$ cat config.mk
export PLATFORM = sky130hd
export DESIGN_NAME = elevator_sequencer_flat
export DESIGN_NICKNAME = d
export VERILOG_FILES = /design/src/rtl/elevator_pkg.sv /design/src/rtl/elevator_sequencer_if.sv /design/src/rtl/elevator_track.sv /design/src/rtl/elevator_sequencer.sv /design/src/flat_wrapper.sv
export SDC_FILE = /design/constraint.sdc
export NUM_CORES = 1
export LEC_CHECK = 0
export CORE_MARGIN = 2
export CORE_UTILIZATION = 59
export CTS_BUF_LIST = sky130_fd_sc_hd__clkbuf_8 sky130_fd_sc_hd__clkbuf_16
export DETAILED_ROUTE_END_ITERATION = 7
export GPL_ROUTABILITY_DRIVEN = 0
export PLACE_DENSITY_LB_ADDON = 0.2
export SYNTH_ARGS = -nofsm -noshare
export SYNTH_HDL_FRONTEND = slang
export SYNTH_HIERARCHICAL = 1
export SYNTH_SLANG_ARGS = --single-unit
$ cat constraint.sdc
create_clock -name Clk -period 5.75 [get_ports Clk]
set_clock_uncertainty 0.15 [all_clocks]
set_input_delay 0.8625 -clock Clk [delete_from_list [all_inputs] [get_ports Clk]]
set_output_delay 0.8625 -clock Clk [all_outputs]
set_load 0.05 [all_outputs]
$ cat src/rtl/elevator_pkg.sv
// Shared types and default geometry for the level elevator sequencer.
package elevator_pkg;

  localparam int ELEV_Y_W = 10;

  typedef enum logic [1:0] {
    AT_START,
    TO_END,
    AT_END,
    TO_START
  } elev_state_t;

  // Element [i] belongs to elevator/switch i.
  localparam logic [1:0][ELEV_Y_W-1:0] DEF_START_Y    = {10'd208, 10'd256};
  localparam logic [1:0][ELEV_Y_W-1:0] DEF_END_Y      = {10'd119, 10'd303};
  localparam logic [3:0][7:0]          DEF_SWITCH_MAP = {8'd1, 8'd1, 8'd0, 8'd0};

endpackage

$ cat src/rtl/elevator_sequencer_if.sv
// Switch/frame inputs and per-elevator position/status outputs of the sequencer.
interface elevator_sequencer_if
  import elevator_pkg::*;
#(
  parameter int ELEV_COUNT   = 2,
  parameter int SWITCH_COUNT = 4
);
  logic                                 frame_clk;
  logic                                 freeze;
  logic [SWITCH_COUNT-1:0]              switch_pressed;
  logic [ELEV_COUNT-1:0][ELEV_Y_W-1:0]  elev_y;
  logic [ELEV_COUNT-1:0]                elev_on;
  logic [ELEV_COUNT-1:0]                elev_moving;
  logic [ELEV_COUNT-1:0]                elev_at_end;
  logic                                 move_tick;

  modport master (
    output frame_clk, freeze, switch_pressed,
    input  elev_y, elev_on, elev_moving, elev_at_end, move_tick
  );

  modport slave (
    input  frame_clk, freeze, switch_pressed,
    output elev_y, elev_on, elev_moving, elev_at_end, move_tick
  );
endinterface

$ cat src/rtl/elevator_track.sv
// One elevator: travel FSM, position register and clamped step toward the active rest Y.
module elevator_track
  import elevator_pkg::*;
#(
  parameter logic [ELEV_Y_W-1:0] START_Y = 10'd256,
  parameter logic [ELEV_Y_W-1:0] END_Y   = 10'd303,
  parameter int                  STEP    = 1
) (
  input  logic                Clk,
  input  logic                Reset,
  input  logic                step_en,
  input  logic                on,
  output logic [ELEV_Y_W-1:0] y,
  output logic                moving,
  output logic                at_end,
  output logic                moved
);

  localparam logic signed [ELEV_Y_W:0] START_S = signed'({1'b0, START_Y});
  localparam logic signed [ELEV_Y_W:0] END_S   = signed'({1'b0, END_Y});
  localparam logic signed [ELEV_Y_W:0] STEP_S  = (ELEV_Y_W+1)'(STEP);

  // Never overshoots: a remaining distance within one step lands exactly on target.
  function automatic logic signed [ELEV_Y_W:0] step_toward(
    input logic signed [ELEV_Y_W:0] cur,
    input logic signed [ELEV_Y_W:0] tgt
  );
    logic signed [ELEV_Y_W:0] diff;
    diff = tgt - cur;
    if (diff <= STEP_S && diff >= -STEP_S) return tgt;
    else if (diff > 0)                     return cur + STEP_S;
    else                                   return cur - STEP_S;
  endfunction

  elev_state_t              state;
  elev_state_t              next_state;
  logic signed [ELEV_Y_W:0] y_s;
  logic signed [ELEV_Y_W:0] tgt_s;
  logic signed [ELEV_Y_W:0] ny_s;
  logic                     go;
  logic                     arrived;

  always_comb begin
    y_s   = signed'({1'b0, y});
    tgt_s = on ? END_S : START_S;
    ny_s  = step_toward(y_s, tgt_s);
    arrived = (ny_s == tgt_s);
    case (state)
      AT_START:         go = on;
      AT_END:           go = !on;
      TO_END, TO_START: go = 1'b1;
      default:          go = 1'b0;
    endcase
    if (arrived) next_state = on ? AT_END : AT_START;
    else         next_state = on ? TO_END : TO_START;
  end

  always_ff @(posedge Clk) begin
    if (Reset) begin
      state  <= AT_START;
      y      <= START_Y;
      moving <= 1'b0;
      at_end <= 1'b0;
      moved  <= 1'b0;
    end else if (step_en && go) begin
      state  <= next_state;
      y      <= ny_s[ELEV_Y_W-1:0];
      moving <= !arrived;
      at_end <= arrived && on;
      moved  <= (ny_s != y_s);
    end else begin
      moved  <= 1'b0;
    end
  end

endmodule

$ cat src/rtl/elevator_sequencer.sv
// Central elevator motion controller: frame-edge divider, switch demand and one track per elevator.
module elevator_sequencer
  import elevator_pkg::*;
#(
  parameter int                                  ELEV_COUNT   = 2,
  parameter int                                  SWITCH_COUNT = 4,
  parameter int                                  FRAME_DIV    = 4,
  parameter int                                  STEP         = 1,
  parameter logic [ELEV_COUNT-1:0][ELEV_Y_W-1:0] START_Y      = DEF_START_Y,
  parameter logic [ELEV_COUNT-1:0][ELEV_Y_W-1:0] END_Y        = DEF_END_Y,
  parameter logic [SWITCH_COUNT-1:0][7:0]        SWITCH_MAP   = DEF_SWITCH_MAP,
  parameter logic [SWITCH_COUNT-1:0]             LEVER_MASK   = 4'b0100
) (
  input  logic                 Clk,
  input  logic                 Reset,
  elevator_sequencer_if.slave  bus
);

  localparam int DIV_W = (FRAME_DIV > 1) ? $clog2(FRAME_DIV) : 1;

  logic                                frame_clk_d;
  logic                                frame_edge;
  logic [DIV_W-1:0]                    div;
  logic                                step_en;
  logic [SWITCH_COUNT-1:0]             sw_d;
  logic [SWITCH_COUNT-1:0]             lever;
  logic [ELEV_COUNT-1:0]               demand;
  logic [ELEV_COUNT-1:0]               elev_on;
  logic [ELEV_COUNT-1:0]               moved;
  logic [ELEV_COUNT-1:0]               moving;
  logic [ELEV_COUNT-1:0]               at_end;
  logic [ELEV_COUNT-1:0][ELEV_Y_W-1:0] y_arr;
  logic                                move_tick;

  assign step_en = frame_edge && !bus.freeze && (div == DIV_W'(FRAME_DIV - 1));

  always_comb begin
    demand = '0;
    for (int e = 0; e < ELEV_COUNT; e++) begin
      for (int i = 0; i < SWITCH_COUNT; i++) begin
        if (SWITCH_MAP[i] == 8'(e))
          demand[e] = demand[e] | (LEVER_MASK[i] ? lever[i] : bus.switch_pressed[i]);
      end
    end
  end

  // History resets high so a frame_clk already high at reset release is not an edge.
  always_ff @(posedge Clk) begin
    if (Reset) begin
      frame_clk_d <= 1'b1;
      frame_edge  <= 1'b0;
      div         <= '0;
      sw_d        <= '0;
      lever       <= '0;
      elev_on     <= '0;
      move_tick   <= 1'b0;
    end else begin
      frame_clk_d <= bus.frame_clk;
      frame_edge  <= bus.frame_clk & ~frame_clk_d;
      if (frame_edge && !bus.freeze)
        div <= step_en ? '0 : div + 1'b1;
      sw_d        <= bus.switch_pressed;
      lever       <= lever ^ (bus.switch_pressed & ~sw_d & LEVER_MASK);
      elev_on     <= demand;
      move_tick   <= |moved;
    end
  end

  for (genvar e = 0; e < ELEV_COUNT; e++) begin : g_track
    elevator_track #(
      .START_Y (START_Y[e]),
      .END_Y   (END_Y[e]),
      .STEP    (STEP)
    ) u_track (
      .Clk     (Clk),
      .Reset   (Reset),
      .step_en (step_en),
      .on      (elev_on[e]),
      .y       (y_arr[e]),
      .moving  (moving[e]),
      .at_end  (at_end[e]),
      .moved   (moved[e])
    );
  end

  assign bus.elev_y      = y_arr;
  assign bus.elev_on     = elev_on;
  assign bus.elev_moving = moving;
  assign bus.elev_at_end = at_end;
  assign bus.move_tick   = move_tick;

endmodule

$ cat src/flat_wrapper.sv
// flat-port wrapper written by rule: the top's interface ports become plain ports
module elevator_sequencer_flat import elevator_pkg::*;
#(
  parameter int                                  ELEV_COUNT   = 2,
  parameter int                                  SWITCH_COUNT = 4,
  parameter int                                  FRAME_DIV    = 4,
  parameter int                                  STEP         = 1,
  parameter logic [ELEV_COUNT-1:0][ELEV_Y_W-1:0] START_Y      = DEF_START_Y,
  parameter logic [ELEV_COUNT-1:0][ELEV_Y_W-1:0] END_Y        = DEF_END_Y,
  parameter logic [SWITCH_COUNT-1:0][7:0]        SWITCH_MAP   = DEF_SWITCH_MAP,
  parameter logic [SWITCH_COUNT-1:0]             LEVER_MASK   = 4'b0100
)
  (Clk, Reset, bus_frame_clk, bus_freeze, bus_switch_pressed, bus_elev_y, bus_elev_on, bus_elev_moving, bus_elev_at_end, bus_move_tick);
  elevator_sequencer_if #(.ELEV_COUNT(ELEV_COUNT), .SWITCH_COUNT(SWITCH_COUNT)) bus_i ();
  input  logic Clk;
  input  logic Reset;
  input wire logic [$bits(bus_i.frame_clk)-1:0] bus_frame_clk;
  input wire logic [$bits(bus_i.freeze)-1:0] bus_freeze;
  input wire logic [$bits(bus_i.switch_pressed)-1:0] bus_switch_pressed;
  output wire logic [$bits(bus_i.elev_y)-1:0] bus_elev_y;
  output wire logic [$bits(bus_i.elev_on)-1:0] bus_elev_on;
  output wire logic [$bits(bus_i.elev_moving)-1:0] bus_elev_moving;
  output wire logic [$bits(bus_i.elev_at_end)-1:0] bus_elev_at_end;
  output wire logic [$bits(bus_i.move_tick)-1:0] bus_move_tick;
  assign bus_i.frame_clk = bus_frame_clk;
  assign bus_i.freeze = bus_freeze;
  assign bus_i.switch_pressed = bus_switch_pressed;
  assign bus_elev_y = bus_i.elev_y;
  assign bus_elev_on = bus_i.elev_on;
  assign bus_elev_moving = bus_i.elev_moving;
  assign bus_elev_at_end = bus_i.elev_at_end;
  assign bus_move_tick = bus_i.move_tick;
  elevator_sequencer #(.ELEV_COUNT(ELEV_COUNT), .SWITCH_COUNT(SWITCH_COUNT), .FRAME_DIV(FRAME_DIV), .STEP(STEP), .START_Y(START_Y), .END_Y(END_Y), .SWITCH_MAP(SWITCH_MAP), .LEVER_MASK(LEVER_MASK)) u_core (.Clk(Clk), .Reset(Reset), .bus(bus_i));
endmodule
==> metrics.md <==
| Metric | Value |
|---|---|
| Status | `completed` |
| Setup slack at placement | `0.320 ns` |
| CP Max Fanout | `10` |
| DRC viols | `0` |
| # setup viols final | `0` |
| Pwr/cell area | `176 nW/um^2` |
| Most frequent cells in the layout | `46 x nor2_1, 36 x dfxtp_1, 34 x clkdlybuf4s50_1` |
| Worst Tran Pin Value | `0.815 ns` |
| Clock transition at path regs | `0.08 ns` |
| Internal reg-to-reg setup slack | `0.40 ns` |
| DP Area | `4020 um^2` |
| Final WL | `9070 um` |
| Worst Reg-to-Reg Cells | `19` |
| Overall routing resource usage | `27.6%` |
| Total grt overflow | `0` |
| Port Buf Inserts | `34` |
| Final worst setup slack | `0.397 ns` |
| Vias post-DR | `3,551` |
| CP top delay family | `compound AO/OA/AOI/OAI gates` |
| CP bufs+invs | `2` |
| Slowest library cell on the worst path | `or4b_1` |
| Worst path required time | `5.81 ns` |
| Max_slew headroom | `45.2%` |
| CORE AREA | `5920 um^2` |
| CTS Hold Bufs | `0` |
| Htree depth | `2` |
| Mapped Nets | `495` |
| Max Root-Sink Buffers | `2` |
| Layout area overhead | `14.4%` |
| Die area | `6780 um^2` |
| Ranking of synthesized cells by area | `dfxtp_1 20%, ha_1 11%, nor2_1 4.8%` |
| Commonest non-fill, non-tap cell in the layout | `nor2_1` |
| Worst path depth | `19` |
| 1st-iter DRT viols | `263` |
| Internal power | `0.000494 W` |
| Power Total | `0.000731 W` |
| Post-DP HPWL | `6810 um` |
| Largest net degree at the start of global routing | `23` |
| Min-Delay Path Depth | `1` |
| Die Wd | `82.4 um` |
| Final ANT Viol Nets | `0` |
| Cts bufs inserted | `5` |
| Worst setup SP type | `register` |
| Critical path arrival | `5.42 ns` |
| Die H | `82.4 um` |
| FF+latch count, synth | `37` |
| Nets@finish | `527` |
| Max Fclk | `187 MHz` |
| CP cell instances | `ha_1 > inv_1 > fa_1 > or3_1 > a221oi_2 > o211ai_1 > a2111o_1 > nand2_2 > inv_1 > fa_1 > nor2b_1 > o2111ai_1 > a31oi_1 > xnor2_1 > o2111ai_1 > or4b_1 > nand3_1 > ha_1 > a211oi_1` |
| Area share of the largest cell type after synthesis | `20.4%` |
| Vias in the first global route | `3,195` |
| Min cycle time layout | `5.35 ns` |
| EDFF count, synth | `0` |
| Async SR Flop Fraction | `0%` |
| Fin crit share | `93.1%` |
| Synthesized area | `3620 um^2` |
| Final Util | `70.0%` |
| Ports | `35` |
| Sw frac | `32.4%` |
| YS warnings | `6` |
| Tightest Hold Check Type | `register to register` |
| DR pass1 iterations | `5` |
| Leakage power | `1.59 nW` |
| Final setup TNS | `0 ns` |
| Wire length per cell | `16.2 um` |
| Gate power share | `31.9%` |
| Post-synthesis sequential area ratio | `20.4%` |
| Share of layout cells above drive strength 1 | `11.0%` |
| Post-synthesis instance total | `451` |
| Ant. Diodes | `0` |
| RSZ-0062 raised after global routing | `no` |
| Worst path max stage delay | `0.57 ns` |
| Initial Util | `61.2%` |
| Register share of total power | `35.6%` |
| Ys flop type | `dfxtp_1` |
| Critical path type | `register to register` |
| Number of cell rows | `28` |
| Initial antenna violation count | `0` |
| VDD IR max | `0.000217 V` |
| CTS root buffer | `clkbuf_8` |
| TritonCTS clock tree | `built` |
| Pins Over Slew Limit | `0` |
| Max Cap Viol | `0` |
| Switching power | `0.000237 W` |
| Routed vias/inst | `6.35` |
| Latest clock arrival within the worst-skew pair | `0.29 ns` |
| # clock sinks | `37` |
| Largest area contributor in the netlist | `dfxtp_1` |
| Critical Path End Type | `register` |
| Synth unique cells | `78` |
| Syn Area/Cell | `8.03 um^2` |
| Design Area, Final | `4140 um^2` |
| First-pass GRT wire length | `14,700 um` |
| Clock Power Share | `32.5%` |
| Fin. Hold Viols | `0` |
[kinds of logic (layout without fill, tap and decap cells)]
| group | count (synthesis) | in the layout | share of synthesized area (%) |
|---|---|---|---|
| mux | 7 | 7 | 1.97 |
| simple gates | 179 | 179 | 26.7 |
| fa+ha+maj | 36 | 36 | 13.3 |
| buf+inv | 43 | 76 | 5.35 |
| flops | 37 | 37 | 20.4 |
| xor+xnor | 27 | 27 | 6.53 |
| compound gates | 122 | 122 | 25.7 |
[path summary, 6_finish.rpt]
check,end,startpoint
worst max-delay path,u_core/g_track[1].u_track/state[1],u_core/g_track[1].u_track/y[0]
worst min-delay path,u_core/frame_edge,u_core/frame_clk_d
worst max register to register,u_core/g_track[1].u_track/state[1],u_core/g_track[1].u_track/y[0]
worst min register to register,u_core/frame_edge,u_core/frame_clk_d
[state kept, by name, summed over array words and instances, names as in the netlist]
name	flops
u_core/bus.elev_on	2
u_core/bus.move_tick	1
u_core/div	2
u_core/frame_clk_d	1
u_core/frame_edge	1
u_core/g_track.u_track/at_end	2
u_core/g_track.u_track/moved	2
u_core/g_track.u_track/state	4
u_core/g_track.u_track/y	20
u_core/lever	1
u_core/sw_d	1
[routing by layer]
layer | wire length [um] | track usage (%)
met3 | 500 | 3.70
met1 | 4220 | 37.7
met5 | 0 | 0
met4 | 146 | 9.17
met2 | 4200 | 44.6
[power groups by stage]
stage               clock (W)  sequential [W]  combinational [W]
finish               0.000238        0.000260           0.000233
global route         0.000250        0.000261           0.000253
CTS                  0.000239        0.000260           0.000227
detailed placement          0        0.000266           0.000226
global placement            0        0.000266           0.000220
floorplan                   0        0.000272           0.000173
[cell type report]
cell class              count  area, um^2
multi-input cells         371        2690
fillers                   467        1780
flip-flops and latches     37         742
repair buffers             42         400
inverters                  26        97.6
well taps                  75        93.8
clock buffers               6        82.6
clock inverters             2        37.5
[cell usage after synthesis, types with 5 or more instances]
master / count
a21o_1: 5
clkbuf_1: 8
nand2_1: 29
a211oi_1: 11
a21oi_1: 27
nand3b_1: 5
inv_1: 26
xor2_1: 12
or2_2: 7
o21a_1: 9
nor3_1: 17
xnor2_1: 15
ha_1: 32
nand3_1: 14
nor2_1: 46
dfxtp_1: 37
nor2b_1: 7
mux2i_1: 6
o2111ai_1: 8
or3_1: 6
nor4_1: 10
o21ai_0: 13
nand4_1: 6
[what timing repair did]
item / 4_1_cts / 5_1_grt
hold endpoints to repair: 0 / 0
setup buffers: 0 / 0
resized for setup: 0 / 2
setup endpoints to repair: 0 / 2
[stage by stage]
stage / hold slack (ns) / std cells
6_report: 0.254 / 559
3_5_place_dp: 0.247 / 551
2_1_floorplan: 0.222 / 451
5_1_grt: 0.269 / 559
3_3_place_gp: 0.227 / 551
4_1_cts: 0.259 / 559
Note: power is estimated with default switching activity, not from simulation.
==> edit 1, RTL diff (same settings) <==
`ELEV_COUNT` is set to 2 in 3 places; all go to 4.
--- a/src/rtl/elevator_sequencer_if.sv
+++ b/src/rtl/elevator_sequencer_if.sv
@@ -4,3 +4,3 @@
 #(
-  parameter int ELEV_COUNT   = 2,
+  parameter int ELEV_COUNT   = 4,
   parameter int SWITCH_COUNT = 4
--- a/src/rtl/elevator_sequencer.sv
+++ b/src/rtl/elevator_sequencer.sv
@@ -4,3 +4,3 @@
 #(
-  parameter int                                  ELEV_COUNT   = 2,
+  parameter int                                  ELEV_COUNT   = 4,
   parameter int                                  SWITCH_COUNT = 4,
--- a/src/flat_wrapper.sv
+++ b/src/flat_wrapper.sv
@@ -3,3 +3,3 @@
 #(
-  parameter int                                  ELEV_COUNT   = 2,
+  parameter int                                  ELEV_COUNT   = 4,
   parameter int                                  SWITCH_COUNT = 4,
Interface: changed (resized bus_elev_at_end, bus_elev_moving, bus_elev_on and bus_elev_y); port bits go from 35 to 61. No check against the original RTL was run, so the function may have changed too.
==> edit 1 against the original RTL <==
Area after synthesis is 72% higher. Die area is 68% higher. Combinational power is 15% higher. Sequential cell count is 28 higher. Cell area is 70% higher. Cell count is 70% higher. Sequential power is 75% higher. Setup slack better by 0.012 ns. Total power is 58% higher. Count of clock-buffer cells in the layout is 3 higher. Wire length is 75% higher. Largest power group unchanged. Highest routed layer unchanged.
==> edit 1: results (changes against the original RTL) <==
Final layout
  • # fillers: 861 (+84%)
  • Layout Cells excl Fill: 951 (+70%)
  • Share of layout cells above drive strength 1: 8.712% (-2.2 points)
  • Largest registers: u_core/g_track.u_track/y x40, u_core/g_track.u_track/state x8
  • Fin nets: 884 (+68%)

Critical path
  • Crit path DAT: 5.46 ns (+0.04 ns)
  • CP delay by family, top: compound AO/OA/AOI/OAI gates
  • CP max stage delay: 0.50 ns (-0.07 ns)
  • CP max stage cell: dfxtp_1
  • Kind of critical path: reg2reg

Status
  • Status: finished, final reports clean

Placement
  • Placed Cells: 934 (+70%)
  • Worst slack at placement: 0.1952 ns (-0.1251 ns)
  • Port Buffers: 58 (+71%)
  • DP HPWL: 11650 um (+71%)

STA
  • Max_slew headroom: 24.57% (-21 points)

Global route
  • Global-route wire length before repair: 26790 um (+82%)
  • Vias in the first global route: 5826 (+82%)
  • Total GRT Usage: 28.31% (+0.75 points)
  • Pin count of the biggest net entering global routing: 41 (+78%)

Synthesis
  • Yosys cell types: 100 (+28%)
  • Syn Inst Count: 759 (+68%)
  • List of most frequent post-synthesis cells: nor2_1 (70), dfxtp_1 (65), ha_1 (62), a21oi_1 (61), nand2_1 (46)
  • Top post-synthesis cells by area: dfxtp_1 (21%), ha_1 (12%), a21oi_1 (4.9%)
  • Seq/Total Area, Yosys: 20.93% (+0.48 points)

Power
  • Max VDD drop: 0.1511 mV (-30%)
  • Leak pwr: 2.711 nW (+71%)

Drt
  • Via count: 5998 (+69%)
  • WL/cell: 16.73 um (+3.1%)
  • Starting DRT DRC Count: 356 (+35%)

Clock network
  • Worst-Skew Late Latency: 0.35 ns (+0.06 ns)
  • H-tree levels: 3 (+1)
  • TritonCTS buffer count: 9 (+4)

Worst hold path
  • Worst Hold Class: reg2reg
edit 1: changes by cell type in the layout (fill, tap and decap cells not counted), moves of 18 or more:
cell,change
ha_1,+30
nand2_1,+18
dfxtp_1,+29
a21oi_1,+34
nor2_1,+24
clkdlybuf4s50_1,+23
edit 1: logic make-up after synthesis:
family / count (synthesis) / synth area share, %
buffers and inverters: 66 / 6.019
flip-flops: 65 / 20.93
other: 1 / 0.06033
XOR/XNOR: 54 / 7.729
multiplexers: 9 / 1.469
AND/OR/NAND/NOR: 272 / 24.22
AO/OA/AOI/OAI: 226 / 25.81
adder cells (fa/ha/maj): 66 / 13.77
edit 1: metal layers:
layer  track usage (%)  share of wire [%]
met1             36.97                 45
met2             48.32                 48
met3             4.316                5.3
met4             8.442                1.6
met5                 0                  0
edit 1: repair_timing:
action	in CTS	in global routing
endpoints found under the setup margin	0	3
hold buffers	0	0
setup buffers	0	1
resized for setup	0	3
edit 1: report_power, final:
group          internal (mW)  switching, mW
Sequential             0.453        0.00136
Clock                  0.244          0.192
Combinational          0.107          0.160
edit 1: area by class of cell:
| cell class | instances | area share, % |
|---|---|---|
| well taps | 136 | 2.416 |
| clock buffers | 9 | 1.759 |
| repair buffers | 66 | 9.202 |
| flip-flops and latches | 65 | 18.48 |
| inverters | 35 | 1.865 |
| clock inverters | 7 | 1.350 |
| multi-input cells | 633 | 64.93 |
edit 1: worst register-to-register path, stage by stage, from the launching register on:
cell       delay (ns)
dfxtp_1          0.50
ha_1             0.25
inv_1            0.06
fa_1             0.40
a211o_1          0.32
a31oi_2          0.29
nand3b_1         0.15
a2111oi_2        0.36
a311o_2          0.30
buf_12           0.13
ha_1             0.27
o211ai_1         0.19
o21ai_0          0.18
or3_1            0.40
and4b_1          0.23
nor3_2           0.27
nand3_1          0.14
o21ai_0          0.20
ha_1             0.27
a211oi_1         0.18
edit 1: worst paths after layout:
path                                        from  slack (ns)                            endpoint  cells past startpoint
setup / recovery  u_core/g_track[0].u_track/y[0]        0.41  u_core/g_track[0].u_track/state[1]                     19
hold / removal                u_core/frame_clk_d        0.26                   u_core/frame_edge                      1
setup reg to reg  u_core/g_track[0].u_track/y[0]        0.41  u_core/g_track[0].u_track/state[1]                     19
hold reg to reg               u_core/frame_clk_d        0.26                   u_core/frame_edge                      1
edit 1: stage by stage:
stage,instance area (um2),setup TNS [ns]
2_1_floorplan,6235,0
3_3_place_gp,6790,0
3_5_place_dp,6790,0
4_1_cts,7009,0
5_1_grt,7043,-0.004713
6_report,7043,0
==> edit 2, RTL diff (same flow settings) <==
Made on the original files. Encoding of `elev_state_t`: now one-hot (4 bits for 4 states).
--- a/src/rtl/elevator_pkg.sv
+++ b/src/rtl/elevator_pkg.sv
@@ -5,7 +5,7 @@
 
-  typedef enum logic [1:0] {
-    AT_START,
-    TO_END,
-    AT_END,
-    TO_START
+  typedef enum logic [3:0] {
+    AT_START = 4'b0001,
+    TO_END   = 4'b0010,
+    AT_END   = 4'b0100,
+    TO_START = 4'b1000
   } elev_state_t;
Formal check against the unedited RTL: same outputs for any inputs over 10 cycles, from zero or initial values and one cycle with Reset high; not proved beyond that.
==> edit 2 against the original RTL <==
Total power increased by 5.8%. Cell area increased by 3.5%. Critical path depth increased by 1. Synthesized cell count increased by 3.1%. Sequential cell count increased by 4. Area after synthesis increased by 4.4%. Critical endpoint is now u_core/g_track[0].u_track/state[3]. Setup slack got worse by 0.089 ns. Wire length increased by 7.0%.
==> edit 2: results (changes against the original RTL) <==
Power
  • PD cells: 180.4 mW/mm2 (+2.3%)
  • Max VDD drop: 0.1205 mV (-44%)
  • Clock power share: 31.2% (-1.3 points)
  • Leak pwr: 1.580 nW (-0.55%)
  • Sw power: 0.2572 mW (+8.7%)
  • Combinational Power: 0.244 mW (+5%)

Critical path
  • Crit path DAT: 5.49 ns (+0.07 ns)
  • CP delay by family, top: compound AO/OA/AOI/OAI gates
  • CP Max Fanout: 11 (+1)
  • CP max stage cell: or4_4

Placement
  • Placed Cells: 560 (+1.6%)
  • Worst slack at placement: 0.2665 ns (-0.05374 ns)
  • DP Area: 0.004155 mm2 (+3.4%)
  • DP HPWL: 7050 um (+3.5%)

Synthesis
  • Syn Inst Count: 465 (+3.1%)
  • Seq/Total Area, Yosys: 21.70% (+1.3 points)
  • Yosys cell types: 86 (+10%)
  • Top post-synthesis cells by area: dfxtp_1 (22%), ha_1 (9.9%), nor2_1 (4.7%)
  • List of most frequent post-synthesis cells: nor2_1 (47), dfxtp_1 (41), a21oi_1 (35), ha_1 (30), nand2_1 (25)
  • Syn nets: 507 (+2.4%)

STA
  • Max_slew headroom: 47.66% (+2.4 points)

Final layout
  • # fillers: 528 (+13%)
  • Fin nets: 532 (+0.95%)
  • Largest registers: u_core/g_track.u_track/y x20, u_core/g_track.u_track/state x6
  • Layout Cells excl Fill: 568 (+1.6%)

Global route
  • Global-route wire length before repair: 16260 um (+11%)
  • Vias in the first global route: 3419 (+7.0%)
  • Pin count of the biggest net entering global routing: 43 (+87%)
  • Total GRT Usage: 27.74% (+0.18 points)

Clock network
  • H-tree levels: 2 (unchanged)

Drt
  • Via count: 3691 (+3.9%)
  • Starting DRT DRC Count: 386 (+47%)
  • WL/cell: 17.09 um (+5.3%)

Status
  • Status: finished, final reports clean
edit 2: cell types whose count changed in the layout (fill, tap and decap cells not counted), sizes merged, moves of 5 or more:
cell	unedited run	this run
nor3	18	11
nor2b	11	6
and2	2	7
a21oi	27	38
nand2b	3	8
nor4	10	4
edit 2: layout make-up:
type	instances	area (um2)	share of cell area, %
clock inverters	3	46.29	1.080
well taps	77	96.34	2.247
repair buffers	40	385.4	8.987
clock buffers	5	68.82	1.605
flip-flops and latches	41	822.0	19.17
inverters	24	90.09	2.101
multi-input cells	378	2779	64.81
edit 2: final timing paths:
path	from	end	slack [ns]	cells past startpoint
worst min register to register	u_core/frame_clk_d	u_core/frame_edge	0.25	1
worst max-delay path	u_core/g_track[0].u_track/y[0]	u_core/g_track[0].u_track/state[3]	0.31	20
worst max register to register	u_core/g_track[0].u_track/y[0]	u_core/g_track[0].u_track/state[3]	0.31	20
worst min-delay path	u_core/frame_clk_d	u_core/frame_edge	0.25	1
edit 2: cells by family (layout without fill, tap and decap cells):
| family | Yosys count | in the layout | share of synthesized area (%) |
|---|---|---|---|
| adder cells (fa/ha/maj) | 34 | 34 | 12.04 |
| AND/OR/NAND/NOR | 172 | 172 | 25.41 |
| XOR/XNOR | 28 | 28 | 6.682 |
| AO/OA/AOI/OAI | 135 | 135 | 26.50 |
| flip-flops | 41 | 41 | 21.70 |
| multiplexers | 9 | 9 | 2.415 |
| buffers and inverters | 46 | 72 | 5.259 |
edit 2: layer usage:
metal | GRT usage, % | up-vias | share of wire [%]
met5 | 0 | - | 0
met4 | 8.065 | 0 | 2.0
met3 | 4.055 | 20 | 7.8
met2 | 43.36 | 186 | 45
met1 | 39.60 | 1716 | 45
li1 | - | 1769 | -
